$ cat config.mk
export PLATFORM = sky130hd
export DESIGN_NAME = chunked_add_seq_flat
export DESIGN_NICKNAME = d
export VERILOG_FILES = /design/src/rtl/chunked_add_seq_if.sv /design/src/rtl/chunked_add_seq.sv /design/src/flat_wrapper.sv
export SDC_FILE = /design/constraint.sdc
export NUM_CORES = 1
export LEC_CHECK = 0
export CAP_MARGIN = 10
export CORE_MARGIN = 2
export CORE_UTILIZATION = 40
export CTS_BUF_LIST = sky130_fd_sc_hd__clkbuf_8
export DETAILED_ROUTE_END_ITERATION = 8
export GPL_TIMING_DRIVEN = 0
export PLACE_DENSITY = 0.73
export SYNTH_ARGS = -nofsm -noshare
export SYNTH_HDL_FRONTEND = slang
export SYNTH_HIERARCHICAL = 1
export SYNTH_SLANG_ARGS = --single-unit
$ cat constraint.sdc
create_clock -name clk -period 7.1 [get_ports clk]
set_clock_uncertainty 0.15 [all_clocks]
set_input_delay 2.13 -clock clk [delete_from_list [all_inputs] [get_ports clk]]
set_output_delay 2.13 -clock clk [all_outputs]
set_load 0.01 [all_outputs]
$ cat src/rtl/chunked_add_seq_if.sv
// Operand/result handshake bundle for chunked_add_seq.
// The master drives operands and out_ready; the slave (the adder) drives results.
interface chunked_add_seq_if #(
  parameter int unsigned N_WIDTH  = 4,
  parameter int unsigned N_CHUNKS = 4
);
  localparam int unsigned TOTAL_W = N_WIDTH * N_CHUNKS;

  logic               in_valid;
  logic               in_ready;
  logic [TOTAL_W-1:0] a;
  logic [TOTAL_W-1:0] b;
  logic               c_in;
  logic               out_valid;
  logic               out_ready;
  logic [TOTAL_W-1:0] sum;
  logic               c_out;
  logic               ovf;
  logic               busy;

  modport master (
    output in_valid, a, b, c_in, out_ready,
    input  in_ready, out_valid, sum, c_out, ovf, busy
  );

  modport slave (
    input  in_valid, a, b, c_in, out_ready,
    output in_ready, out_valid, sum, c_out, ovf, busy
  );
endinterface

$ cat src/rtl/chunked_add_seq.sv
// Wide adder that time-multiplexes one N_WIDTH-bit ripple adder over N_CHUNKS
// cycles, LSB chunk first, with the inter-chunk carry held in a register.

// Combinational N_WIDTH-bit ripple-carry adder.
module ripple_adder #(
  parameter int unsigned N_WIDTH = 4
) (
  input  logic [N_WIDTH-1:0] a,
  input  logic [N_WIDTH-1:0] b,
  input  logic               c_in,
  output logic [N_WIDTH-1:0] sum,
  output logic               c_out
);
  logic [N_WIDTH:0] carry;

  always_comb begin
    carry    = '0;
    sum      = '0;
    carry[0] = c_in;
    for (int i = 0; i < int'(N_WIDTH); i++) begin
      sum[i]       = a[i] ^ b[i] ^ carry[i];
      carry[i+1]   = (a[i] & b[i]) | (carry[i] & (a[i] ^ b[i]));
    end
    c_out = carry[N_WIDTH];
  end
endmodule

module chunked_add_seq #(
  parameter int unsigned N_WIDTH  = 4,
  parameter int unsigned N_CHUNKS = 4
) (
  input  logic               clk,
  input  logic               rst_n,
  chunked_add_seq_if.slave   bus
);
  localparam int unsigned TOTAL_W  = N_WIDTH * N_CHUNKS;
  localparam int unsigned IDX_W    = (N_CHUNKS > 1) ? $clog2(N_CHUNKS) : 1;
  localparam int unsigned MSB      = TOTAL_W - 1;
  localparam logic [IDX_W-1:0] LAST_IDX = IDX_W'(N_CHUNKS - 1);

  typedef enum logic [1:0] {
    IDLE = 2'd0,
    ADD  = 2'd1,
    DONE = 2'd2
  } state_t;

  state_t             state_q, state_d;
  logic [IDX_W-1:0]   idx_q, idx_d;
  logic               carry_q, carry_d;
  logic [TOTAL_W-1:0] a_q, a_d;
  logic [TOTAL_W-1:0] b_q, b_d;
  logic [TOTAL_W-1:0] sum_q, sum_d;
  logic               c_out_q, c_out_d;
  logic               ovf_q, ovf_d;
  logic               in_ready_q, in_ready_d;
  logic               out_valid_q, out_valid_d;
  logic               busy_q, busy_d;

  logic [N_WIDTH-1:0] add_a;
  logic [N_WIDTH-1:0] add_b;
  logic [N_WIDTH-1:0] add_sum;
  logic               add_cout;

  // Present the current chunk of the captured operands to the shared adder.
  always_comb begin
    add_a = '0;
    add_b = '0;
    for (int i = 0; i < int'(N_CHUNKS); i++) begin
      if (idx_q == IDX_W'(i)) begin
        add_a = a_q[i*N_WIDTH +: N_WIDTH];
        add_b = b_q[i*N_WIDTH +: N_WIDTH];
      end
    end
  end

  ripple_adder #(
    .N_WIDTH (N_WIDTH)
  ) u_adder (
    .a     (add_a),
    .b     (add_b),
    .c_in  (carry_q),
    .sum   (add_sum),
    .c_out (add_cout)
  );

  // Next-state and next-register values.
  always_comb begin
    state_d = state_q;
    idx_d   = idx_q;
    carry_d = carry_q;
    a_d     = a_q;
    b_d     = b_q;
    sum_d   = sum_q;
    c_out_d = c_out_q;
    ovf_d   = ovf_q;

    unique case (state_q)
      IDLE: begin
        if (bus.in_valid && in_ready_q) begin
          a_d     = bus.a;
          b_d     = bus.b;
          carry_d = bus.c_in;
          idx_d   = '0;
          state_d = ADD;
        end
      end
      ADD: begin
        for (int i = 0; i < int'(N_CHUNKS); i++) begin
          if (idx_q == IDX_W'(i)) begin
            sum_d[i*N_WIDTH +: N_WIDTH] = add_sum;
          end
        end
        carry_d = add_cout;
        if (idx_q == LAST_IDX) begin
          // Top chunk: its adder MSB is the MSB of the final sum.
          c_out_d = add_cout;
          ovf_d   = (a_q[MSB] == b_q[MSB]) && (add_sum[N_WIDTH-1] != a_q[MSB]);
          idx_d   = '0;
          state_d = DONE;
        end else begin
          idx_d = idx_q + IDX_W'(1);
        end
      end
      DONE: begin
        if (bus.out_ready) begin
          state_d = IDLE;
        end
      end
      default: begin
        state_d = IDLE;
        idx_d   = '0;
      end
    endcase

    in_ready_d  = (state_d == IDLE);
    out_valid_d = (state_d == DONE);
    busy_d      = (state_d != IDLE);
  end

  always_ff @(posedge clk or negedge rst_n) begin
    if (!rst_n) begin
      state_q     <= IDLE;
      idx_q       <= '0;
      carry_q     <= 1'b0;
      a_q         <= '0;
      b_q         <= '0;
      sum_q       <= '0;
      c_out_q     <= 1'b0;
      ovf_q       <= 1'b0;
      in_ready_q  <= 1'b1;
      out_valid_q <= 1'b0;
      busy_q      <= 1'b0;
    end else begin
      state_q     <= state_d;
      idx_q       <= idx_d;
      carry_q     <= carry_d;
      a_q         <= a_d;
      b_q         <= b_d;
      sum_q       <= sum_d;
      c_out_q     <= c_out_d;
      ovf_q       <= ovf_d;
      in_ready_q  <= in_ready_d;
      out_valid_q <= out_valid_d;
      busy_q      <= busy_d;
    end
  end

  assign bus.in_ready  = in_ready_q;
  assign bus.out_valid = out_valid_q;
  assign bus.sum       = sum_q;
  assign bus.c_out     = c_out_q;
  assign bus.ovf       = ovf_q;
  assign bus.busy      = busy_q;
endmodule

$ cat src/flat_wrapper.sv
// flat-port wrapper written by rule: the top's interface ports become plain ports
module chunked_add_seq_flat 
#(
  parameter int unsigned N_WIDTH  = 4,
  parameter int unsigned N_CHUNKS = 4
)
  (clk, rst_n, bus_in_valid, bus_a, bus_b, bus_c_in, bus_out_ready, bus_in_ready, bus_out_valid, bus_sum, bus_c_out, bus_ovf, bus_busy);
  chunked_add_seq_if #(.N_WIDTH(N_WIDTH), .N_CHUNKS(N_CHUNKS)) bus_i ();
  input  logic clk;
  input  logic rst_n;
  input wire logic [$bits(bus_i.in_valid)-1:0] bus_in_valid;
  input wire logic [$bits(bus_i.a)-1:0] bus_a;
  input wire logic [$bits(bus_i.b)-1:0] bus_b;
  input wire logic [$bits(bus_i.c_in)-1:0] bus_c_in;
  input wire logic [$bits(bus_i.out_ready)-1:0] bus_out_ready;
  output wire logic [$bits(bus_i.in_ready)-1:0] bus_in_ready;
  output wire logic [$bits(bus_i.out_valid)-1:0] bus_out_valid;
  output wire logic [$bits(bus_i.sum)-1:0] bus_sum;
  output wire logic [$bits(bus_i.c_out)-1:0] bus_c_out;
  output wire logic [$bits(bus_i.ovf)-1:0] bus_ovf;
  output wire logic [$bits(bus_i.busy)-1:0] bus_busy;
  assign bus_i.in_valid = bus_in_valid;
  assign bus_i.a = bus_a;
  assign bus_i.b = bus_b;
  assign bus_i.c_in = bus_c_in;
  assign bus_i.out_ready = bus_out_ready;
  assign bus_in_ready = bus_i.in_ready;
  assign bus_out_valid = bus_i.out_valid;
  assign bus_sum = bus_i.sum;
  assign bus_c_out = bus_i.c_out;
  assign bus_ovf = bus_i.ovf;
  assign bus_busy = bus_i.busy;
  chunked_add_seq #(.N_WIDTH(N_WIDTH), .N_CHUNKS(N_CHUNKS)) u_core (.clk(clk), .rst_n(rst_n), .bus(bus_i));
endmodule
# Yosys cells after proc, flatten, opt, wreduce, memory -nomap -nowiden

Cells that the tools add are included.
Widths: inputs -> output; s select.

Add/subtract/negate cells: 1
Eq/ne operators: 9
Multiplexer cells: 17
Bitwise gates (word level): 21
Reductions and logical operators: 14

Operators with widths:

| operator            | number |
|---|---|
| $mux 4              | 8 |
| $reduce_and 2->1    | 7 |
| $pmux 2 s3          | 2 |
| $mux 2              | 5 |
| $and 1x1->1         | 8 |
| $eq 2x2->1 const B  | 4 |
| $xor 1x1->1         | 8 |
| $logic_not 2->1     | 3 |
| $eq 2x1->1 const B  | 2 |
| $or 1x1->1          | 4 |
| $reduce_bool 2->1   | 2 |
| $add 2x1->2 const B | 1 |
| $logic_and 1x1->1   | 2 |
| $ne 2x1->1 const B  | 1 |
| $pmux 1 s2          | 1 |
| $eq 1x1->1          | 1 |
| $mux 1              | 1 |
| $ne 1x1->1          | 1 |
| $not 1->1           | 1 |

Register bits: 58
Input bits: 37
Output and inout bits: 21
Word-level logic and storage cells: 76

# Depth between registers and ports, before layout

Depth in word-level cells: 15
Depth in mapped cells: 16
Mapped depth without buffers: 16

# Cells and area by module

The synthesis kept the hierarchy.

Modules (own cells, without submodules):

| module          | times used | cells an instance | area each (µm²) |
|---|---|---|---|
| chunked_add_seq | 1          | 186               | 2537.4 |
| ripple_adder    | 1          | 14                | 117.6 |

# Least setup slack after synthesis

OpenSTA, ideal clock, no wires.

Kind: flip-flop to flip-flop
From: register u_core.idx_q[0]
To: register u_core.ovf_q, in the netlist u_core/bus.ovf
Setup time: 0.131 ns
Arrival time: 3.150 ns
Setup slack: 3.669 ns
Stages on the path, launching flop included: 17
Path through: dfrtp_1 inv_1 ha_1 clkbuf_1 a221oi_1 o31ai_1 fa_1 inv_1 fa_1 inv_1 fa_1 inv_1 fa_1 inv_1 and3b_1 a21oi_1 o21ai_0

Cells in the longest elaborated chain, start to end: 15
Elaborated cells on any way between the ends: 29
Classes of those cells: eq/ne (4); mux (8); bitwise (14); reduce/logical (3)

RTL lines:

| element                | RTL line               | source |
|---|---|---|
| start, declared        | chunked_add_seq.sv:48  | `logic [IDX_W-1:0] idx_q, idx_d;` |
| start signal, assigned | chunked_add_seq.sv:155 | `idx_q <= idx_d;` |
| $logic_not 2->1        | chunked_add_seq.sv:69  | `if (idx_q == IDX_W'(i)) begin` |
| $mux 4 (3 in series)   | chunked_add_seq.sv:69  |  |
| $mux 4 (*)             | chunked_add_seq.sv:69  |  |
| via u_core.add_a[0]    | chunked_add_seq.sv:59  | `logic [N_WIDTH-1:0] add_a;` |
| $xor 1x1->1            | chunked_add_seq.sv:22  | `carry[i+1] = (a[i] & b[i]) \| (carry[i] & (a[i] ^ b[i]));` |
| $and 1x1->1            | chunked_add_seq.sv:22  |  |
| $or 1x1->1 (*)         | chunked_add_seq.sv:22  |  |
| $and 1x1->1 (*)        | chunked_add_seq.sv:22  |  |
| $or 1x1->1 (*)         | chunked_add_seq.sv:22  |  |
| $and 1x1->1 (*)        | chunked_add_seq.sv:22  |  |
| $or 1x1->1 (*)         | chunked_add_seq.sv:22  |  |
| $xor 1x1->1 (*)        | chunked_add_seq.sv:21  | `sum[i] = a[i] ^ b[i] ^ carry[i];` |
| via u_core.add_sum[3]  | chunked_add_seq.sv:61  | `logic [N_WIDTH-1:0] add_sum;` |
| $ne 1x1->1 (*)         | chunked_add_seq.sv:117 | `ovf_d = (a_q[MSB] == b_q[MSB]) && (add_sum[N_WIDTH-1] != a_q[MSB]);` |
| $logic_and 1x1->1 (*)  | chunked_add_seq.sv:117 |  |
| end signal, assigned   | chunked_add_seq.sv:161 | `ovf_q <= ovf_d;` |
| end, declared          | chunked_add_seq.sv:54  | `logic ovf_q, ovf_d;` |

The timed path passes the listed nets; every way through them passes the cells marked *.
A chain may end at the register's enable or synchronous reset.

# Worst setup path after layout

Same ends and word-level chain as after synthesis.

==> results.toml <==
[synthesis]
syn_nets = 245
ys_top_cells_by_area = "dfrtp_1 (54%), mux2_2 (20%), fa_1 (3.0%)"
synth_warnings = 6
synth_cells = 200
seq_area_frac_synth_pct = 54.71
ys_seq_elements = 58
avgSynthCellArea_um2 = 13.28
netlist_area_mm2 = 0.002655
synth_largest_area_cell = "dfrtp_1"
ys_types = 27
synth_top_area_share_pct = 53.72

[power]
combinationalPowerShare_pct = 48.3
powerDensity_mw_per_mm2 = 503.6
clockPowerShare_pct = 18.7
irDropWorstVdd_mv = 0.2353
power_uw = 1791
p_int_uw = 1153
sw_frac_of_total_pct = 35.60
seqPwrFrac_pct = 33.0
p_switching_uw = 637.5
leakagePower_uw = 0.001538

[clock_network]
h-tree-depth = 3
cts_buffer_depth = 2
clk_latency_ns = 0.34
numClockSinks = 58
cts_made_buffers = 9
cts_tree = "built"
post-cts-setup-buffers = 0
hold_buffers = 0
cts_resized = 0
cts-root-buf = "clkbuf_8"
clkTransAtPathRegs_ns = 0.06

[route]
avgViaCountPerCell = 5.068
ant_nets = 0
drt_iter0_drc = 98
wirelength_um = 5481
dr.pass1.iters = 4
num_vias = 1779
post_drt_wl_per_cell_um = 15.62
drc = 0

[sta]
relSlewSlack_pct = 56.37
min_period_ns = 4.132
final-hold-violation-count = 0
tightest_slew_ns = 0.6532
fin_crit_sh_pct = 58.20
fmax_ghz = 0.2420
setup_tns_ns = 0
rsz0062_at_grt = "false"
setup_viol_count_final = 0
final_max_slew_viol_count = 0
fin_ws_ns = 2.968

[min_path]
whs_path_depth = 2
hold_path_end = "u_core/bus.ovf"
hold_path_startpoint = "u_core/bus.ovf"
hold_class = "register to register"

[critical_path]
reg2reg_to = "u_core/bus.ovf"
cp-end-kind = "register"
timing.rr.start = "u_core/idx_q[0]"
crit_fanout = 7
critical_path_class = "register to register"
cp.arrival_ns = 4.20
required_ns = 7.16
r2r_setup_slack_ns = 2.97
start_kind = "register"
r2r_cells = 16

[placement]
place.gp.congestion = 0.7414
io_buffers = 57
pre_cts_slack_ns = 3.026
dp_hpwl_um = 3987

[global_routing]
overflow = 0
track_usage_pct = 16.21
antenna_found_initial = 0
grt_pass1_wl_um = 8811
grt_max_degree = 33
first_global_vias = 1757

[floorplan]
die-height_um = 85.47
start_util_pct = 41.58
die_area_mm2 = 0.007305
fp.dieW_um = 85.47
io_pins = 58
row_count = 29
core_area_mm2 = 0.006386

[cells_and_area]
fin_util_pct = 55.68
final_common_cell = "dfrtp_1"
nets = 314
drive_gt1_share_pct = 27.74
layout_common_cells = "dfrtp_1 (57), clkdlybuf4s50_1 (56), mux2_2 (48), nand2_1 (16), inv_1 (14)"
area_growth_pct = 33.93
insertedDiodeCount = 0

[status]
status = "complete, no violations"

[run]
max_cap_viol_count = 0
-- cells by family after synthesis --
group,share of synthesized area [%]
DFF,54.71
muxes,21.21
and+or+nand+nor,6.975
AOI/OAI and AO/OA,7.917
buffers and inverters,4.288
adders and majority gates,4.901
-- through the flow --
stage                     hold slack [ns]  cell area (um2)  cells
final                              0.3469             3556    351
after global routing               0.3761             3556    351
after CTS                          0.3424             3556    351
after detailed placement           0.3279             3337    335
after global placement             0.3225             3322    334
after floorplan                    0.3084             2655    200
-- worst max-delay path, stage by stage (launching register included) --
cell and delay (ns):
dfrtp_1 0.44, inv_1 0.11, ha_1 0.20, nor2b_1 0.56
a221oi_1 0.16, o31ai_1 0.43, fa_1 0.25, inv_1 0.05
fa_1 0.35, inv_1 0.08, fa_1 0.15, inv_1 0.05
fa_1 0.42, inv_1 0.19, and3b_1 0.20, a21oi_1 0.13
o21ai_0 0.09
-- power groups by stage --
stage	clock [uW]	combinational, uW	sequential (uW)
5_1_grt	356	965	613
6_report	334	865	592
4_1_cts	338	877	594
3_5_place_dp	0	873	600
2_1_floorplan	0	545	602
3_3_place_gp	0	849	590
-- routing by layer --
| metal | global-route usage (%) | up-vias | wire [um] |
|---|---|---|---|
| met4 | 6.061 | 0 | 82 |
| li1 | - | 838 | - |
| met5 | 0 | - | 0 |
| met3 | 4.767 | 10 | 275 |
| met1 | 23.11 | 885 | 2590 |
| met2 | 23.44 | 46 | 2534 |
-- Yosys cell counts --
cell type / count
buf_2: 1
nor2b_1: 8
a221oi_1: 7
dfrtp_1: 57
nor2b_4: 1
dfstp_2: 1
nor3_4: 1
and3b_1: 1
a22oi_1: 1
buf_4: 2
mux2_1: 2
inv_1: 13
buf_6: 3
a21oi_1: 5
ha_1: 4
mux2_2: 48
nor2_1: 4
fa_1: 4
nand2_1: 16
o21a_1: 1
o21ai_0: 4
o31ai_1: 7
a22o_1: 3
clkbuf_1: 3
and4b_1: 1
o21ba_2: 1
nand3b_2: 1
-- area by class of cell --
class | count | area (um2)
multi-input combinational | 120 | 1089
buffer | 9 | 65.06
clock inverter | 6 | 81.33
clock buffer | 10 | 137.6
fill | 545 | 2830
sequential | 58 | 1453
timing repair buffer | 58 | 585.6
tap | 77 | 96.34
inverter | 13 | 48.80
-- sequential cells by signal, indices dropped and copies added (netlist names) --
| signal | flops |
|---|---|
| u_core/carry_q | 1 |
| u_core/a_q | 16 |
| u_core/state_q | 2 |
| u_core/bus.in_ready | 1 |
| u_core/idx_q | 2 |
| u_core/bus.sum | 16 |
| u_core/bus.ovf | 1 |
| u_core/bus.c_out | 1 |
| u_core/bus.out_valid | 1 |
| u_core/b_q | 16 |
| u_core/bus.busy | 1 |
-- worst max-delay path by stage --
| stage | startpoint | to | slack (ns) | depth (start not counted) |
|---|---|---|---|---|
| after CTS | u_core/idx_q[0] | u_core/bus.ovf | 2.97 | 16 |
| after floorplan | u_core/idx_q[0] | u_core/bus.ovf | 3.67 | 16 |
| after global placement | rst_n | u_core/b_q[6] | 1.96 | 1 |
| after global routing | u_core/idx_q[0] | u_core/bus.ovf | 2.58 | 16 |
| final | u_core/idx_q[0] | u_core/bus.ovf | 2.97 | 16 |
| after detailed placement | u_core/idx_q[0] | u_core/bus.ovf | 3.03 | 16 |
Power figures use the tool's default switching activity.
==> patch 1 (same flow settings) <==
`N_WIDTH` is set to 4 in 4 places; all go to 5.
--- a/src/rtl/chunked_add_seq_if.sv
+++ b/src/rtl/chunked_add_seq_if.sv
@@ -3,3 +3,3 @@
 interface chunked_add_seq_if #(
-  parameter int unsigned N_WIDTH  = 4,
+  parameter int unsigned N_WIDTH  = 5,
   parameter int unsigned N_CHUNKS = 4
--- a/src/rtl/chunked_add_seq.sv
+++ b/src/rtl/chunked_add_seq.sv
@@ -5,3 +5,3 @@
 module ripple_adder #(
-  parameter int unsigned N_WIDTH = 4
+  parameter int unsigned N_WIDTH = 5
 ) (
@@ -28,3 +28,3 @@
 module chunked_add_seq #(
-  parameter int unsigned N_WIDTH  = 4,
+  parameter int unsigned N_WIDTH  = 5,
   parameter int unsigned N_CHUNKS = 4
--- a/src/flat_wrapper.sv
+++ b/src/flat_wrapper.sv
@@ -3,3 +3,3 @@
 #(
-  parameter int unsigned N_WIDTH  = 4,
+  parameter int unsigned N_WIDTH  = 5,
   parameter int unsigned N_CHUNKS = 4
Ports: changed (resized bus_a, bus_b and bus_sum); port bits go from 58 to 70. The function was not compared with the original's and may differ.
==> patch 1 against the original RTL <==
Hold slack improved by 6.5 ps; power increased by 18%; setup slack got worse by 160 ps; area after synthesis increased by 20%; sequential cell count increased by 12; routed wire length increased by 18%; design area increased by 19%; highest routed layer unchanged.
==> patch 1: results <==
{
  "status": "completed",
  "antenna_found_initial": 0,
  "slew_headroom_pct": 42.3,
  "grt_max_degree": 71,
  "area_growth_pct": 32.9,
  "dp_hpwl_um": 4720,
  "synth-seq-area-share_pct": 55.1,
  "nNetsFinal": 370,
  "synth_nets": 290,
  "routed_wl_um": 6460,
  "grt_pass1_vias": 2174,
  "crit_arrival_ps": 4360,
  "port_buffers": 69,
  "drive_gt1_share_pct": 26.2,
  "vias": 2122,
  "cp_max_fo": 9,
  "grt_pass1_wl_um": 10600,
  "swShare_pct": 34.6,
  "grt.total_usage_pct": 16.2,
  "nFillCells": 687,
  "synthFlopType": "dfrtp_1",
  "gp_congestion": 0.751,
  "vdd_drop_max_mv": 0.201,
  "drt_iter0_drc": 73,
  "synth_commonest_cells": "dfrtp_1 (69), mux2_2 (58), nand2_1 (18)",
  "synth_area_leaders": "dfrtp_1 (54%), mux2_2 (21%), fa_1 (3.1%)"
}
## patch 1: cell count changes in the layout (fill, tap and decap cells not counted), sizes merged, moves of 2 or more
cell           before  now
clkdlybuf4s50      56   68
dfrtp              57   69
mux2               50   62
a221oi              7    9
inv                14   16
nand2              16   18
nor2b               9   11
o31ai               7    9
## patch 1: final cells by class
cell class | count | share of cell area, %
flip-flops and latches | 70 | 41.5
multi-input cells | 141 | 30.7
repair buffers | 69 | 16.3
well taps | 102 | 3.02
clock buffers | 9 | 2.93
clock inverters | 7 | 2.52
plain buffers | 12 | 1.98
inverters | 13 | 1.15
## patch 1: routing by layer
metal	global-route usage [%]	vias to the layer above	routed length, µm
li1	-	994	-
met1	21.2	1054	2940
met2	25.2	65	3030
met3	5.00	9	394
met4	6.13	0	97
met5	0	-	0
## patch 1: power groups by stage
stage | Combinational, mW | Clock, mW | Sequential [mW]
CTS | 1.04 | 0.379 | 0.718
global placement | 1.01 | 0 | 0.719
detailed placement | 1.04 | 0 | 0.726
finish | 1.03 | 0.367 | 0.716
global route | 1.13 | 0.397 | 0.743
floorplan | 0.657 | 0 | 0.727
## patch 1: critical path, cell delays in order (launching register included)
cell and delay [ps]:
dfrtp_1 410, inv_1 80, ha_1 240, nor2b_1 140, buf_2 180, a221oi_1 310
o31ai_1 160, fa_1 410, inv_1 70, fa_1 150, inv_1 50, fa_1 380
fa_1 380, inv_1 80, fa_1 410, inv_1 170, and3b_1 200, a21oi_1 110
o21ai_0 80
## patch 1: path summary, 6_finish.rpt
path | to | slack [ps] | from | cells past startpoint
hold reg to reg | u_core/b_q[5] | 350 | u_core/b_q[5] | 1
min in group asynchronous | u_core/bus.busy | 1750 | rst_n | 1
setup reg to reg | u_core/bus.ovf | 2810 | u_core/idx_q[0] | 18
hold / removal | u_core/b_q[5] | 350 | u_core/b_q[5] | 1
setup / recovery | u_core/bus.ovf | 2810 | u_core/idx_q[0] | 18
max in group asynchronous | u_core/b_q[17] | 4490 | rst_n | 1
## patch 1: kinds of logic after synthesis
kind of cell    after synthesis  synth area share (%)
compound gates               33                  7.63
simple gates                 37                  6.45
mux                          62                  21.9
fa+ha+maj                     9                  4.72
flops                        70                  55.1
buf+inv                      25                  4.17
## patch 1: through the flow
| stage | setup WS [ps] | util [%] | std cells | cell area [µm²] | power, mW |
|---|---|---|---|---|---|
| floorplan | 3220 | - | 236 | 3180 | 1.38 |
| global placement | 1480 | 51.8 | 407 | 4000 | 1.72 |
| detailed placement | 2860 | 51.7 | 407 | 4000 | 1.76 |
| CTS | 2840 | 54.7 | 423 | 4230 | 2.14 |
| global route | 2510 | 54.7 | 423 | 4230 | 2.27 |
| finish | 2810 | 54.7 | 423 | 4230 | 2.11 |
==> patch 2 (same settings) <==
Made on the original files. Re-encode `state_t` (3 states) as one-hot, 3 bits wide.
--- a/src/rtl/chunked_add_seq.sv
+++ b/src/rtl/chunked_add_seq.sv
@@ -40,6 +40,6 @@
 
-  typedef enum logic [1:0] {
-    IDLE = 2'd0,
-    ADD  = 2'd1,
-    DONE = 2'd2
+  typedef enum logic [2:0] {
+    IDLE = 3'b001,
+    ADD  = 3'b010,
+    DONE = 3'b100
   } state_t;
Behaviour: no difference found for any inputs over 10 cycles, from zero or initial values and one cycle with rst_n low; not proved beyond that.
==> patch 2 against the original RTL <==
Setup slack improved by 81 ps; sequential cell count up 1; cell count is 4.0% higher; power down 11%; core utilization shrank 1.5 points; sequential share of layout area about the same; design area is 1.8% higher; routed wire length up 1.3%; area after synthesis rose by 2.6%; largest cell class unchanged; largest power group unchanged.
==> patch 2: results <==
{
  "status": "completed",
  "grt_max_degree": 34,
  "port_buffers": 57,
  "reg2reg_slack_ps": 3050,
  "cts_resized": 0,
  "dpl_cell_area_um2": 3410,
  "async_flop_share_pct": 100,
  "nNetsFinal": 325,
  "antenna_found_initial": 0,
  "drive_gt1_share_pct": 27.0,
  "grt.total_usage_pct": 16.5,
  "syn_inst": 211,
  "globalRouteMet3Util_pct": 3.62,
  "synth_nets": 256,
  "synth-seq-area-share_pct": 54.3,
  "globalRouteMet2Util_pct": 24.8,
  "min_from": "u_core/bus.sum[12]",
  "n_antenna_cell": 0,
  "drt_iter0_drc": 75,
  "cp_max_fo": 7,
  "cp-start-kind": "flip-flop",
  "crit_path_end": "u_core/bus.ovf",
  "vdd_drop_max_mv": 0.233,
  "grt_use_met1_pct": 22.7,
  "p_leak_nw": 1.56,
  "cts_buffers": 9,
  "synth_area_leaders": "dfrtp_1 (52%), mux2_2 (21%), fa_1 (2.9%)",
  "r2r_cells": 16,
  "vias_per_cell": 5.10,
  "gp_congestion": 0.805,
  "path_clk_slew_ps": 70,
  "place_inst": 349,
  "synth_commonest_cells": "dfrtp_1 (57), mux2_2 (50), inv_1 (15)",
  "nFillCells": 593,
  "dp_hpwl_um": 4100,
  "hold_path.class": "flip-flop to flip-flop",
  "crit_arrival_ps": 4120,
  "cpMaxStageDelayCell": "nor2b_1",
  "netlist-cell-type-count": 33,
  "grt_pass1_wl_um": 9260,
  "clock_path_buffers": 2,
  "routed_wl_um": 5550,
  "grt_pass1_vias": 1929,
  "critPathMaxStageDelay_ps": 510,
  "tightest_slew_ps": 629,
  "finalNonFillerCells": 365
}
patch 2: stage by stage:
stage                     setup slack [ps]  utilization, %
after floorplan                       3650               -
after global placement                1930            50.8
after detailed placement              3110            51.0
after CTS                             3090            54.2
after global routing                  2820            54.2
final                                 3050            54.2
patch 2: layout make-up:
type | count | share of cell area, %
Buffer | 10 | 1.52
Clock inverter | 7 | 2.35
Tap cell | 80 | 2.77
Sequential cell | 59 | 40.9
Inverter | 15 | 1.56
Timing Repair Buffer | 58 | 16.2
Multi-Input combinational cell | 127 | 31.3
Clock buffer | 9 | 3.42
patch 2: power breakdown:
group	total, mW	internal (mW)	switching, mW
clock	0.321	0.194	0.128
sequential	0.554	0.475	0.0785
combinational	0.717	0.351	0.366
patch 2: kinds of logic (layout without fill, tap and decap cells):
family                     after synthesis  count (layout)  synth area share (%)
buffers and inverters                   25              99                  4.09
muxes                                   50              50                  20.7
and+or+nand+nor                         37              37                  7.95
adders and majority gates                8               8                  4.78
DFF                                     59              59                  54.3
AOI/OAI and AO/OA                       32              32                  8.22
patch 2: worst min path at each step:
stage / to / slack, ps / cells after the start
floorplan: u_core/b_q[9] / 330 / 1
CTS: u_core/bus.sum[13] / 360 / 1
global route: u_core/b_q[10] / 380 / 1
global placement: u_core/a_q[7] / 340 / 1
detailed placement: u_core/bus.sum[13] / 340 / 1
finish: u_core/bus.sum[12] / 350 / 1
patch 2: worst max-delay path: cells and delay by family (launching register included):
family / cells / cell delay, ps
buffers and inverters: 5 / 400
AOI/OAI and AO/OA: 3 / 700
DFF: 1 / 410
muxes: 1 / 260
and+or+nand+nor: 2 / 600
adders and majority gates: 5 / 1430
patch 2: routing by layer:
metal	part of all wire [%]	wire, µm
met1	47	2620
met2	46	2580
met3	4.4	247
met4	1.9	108
met5	0	0
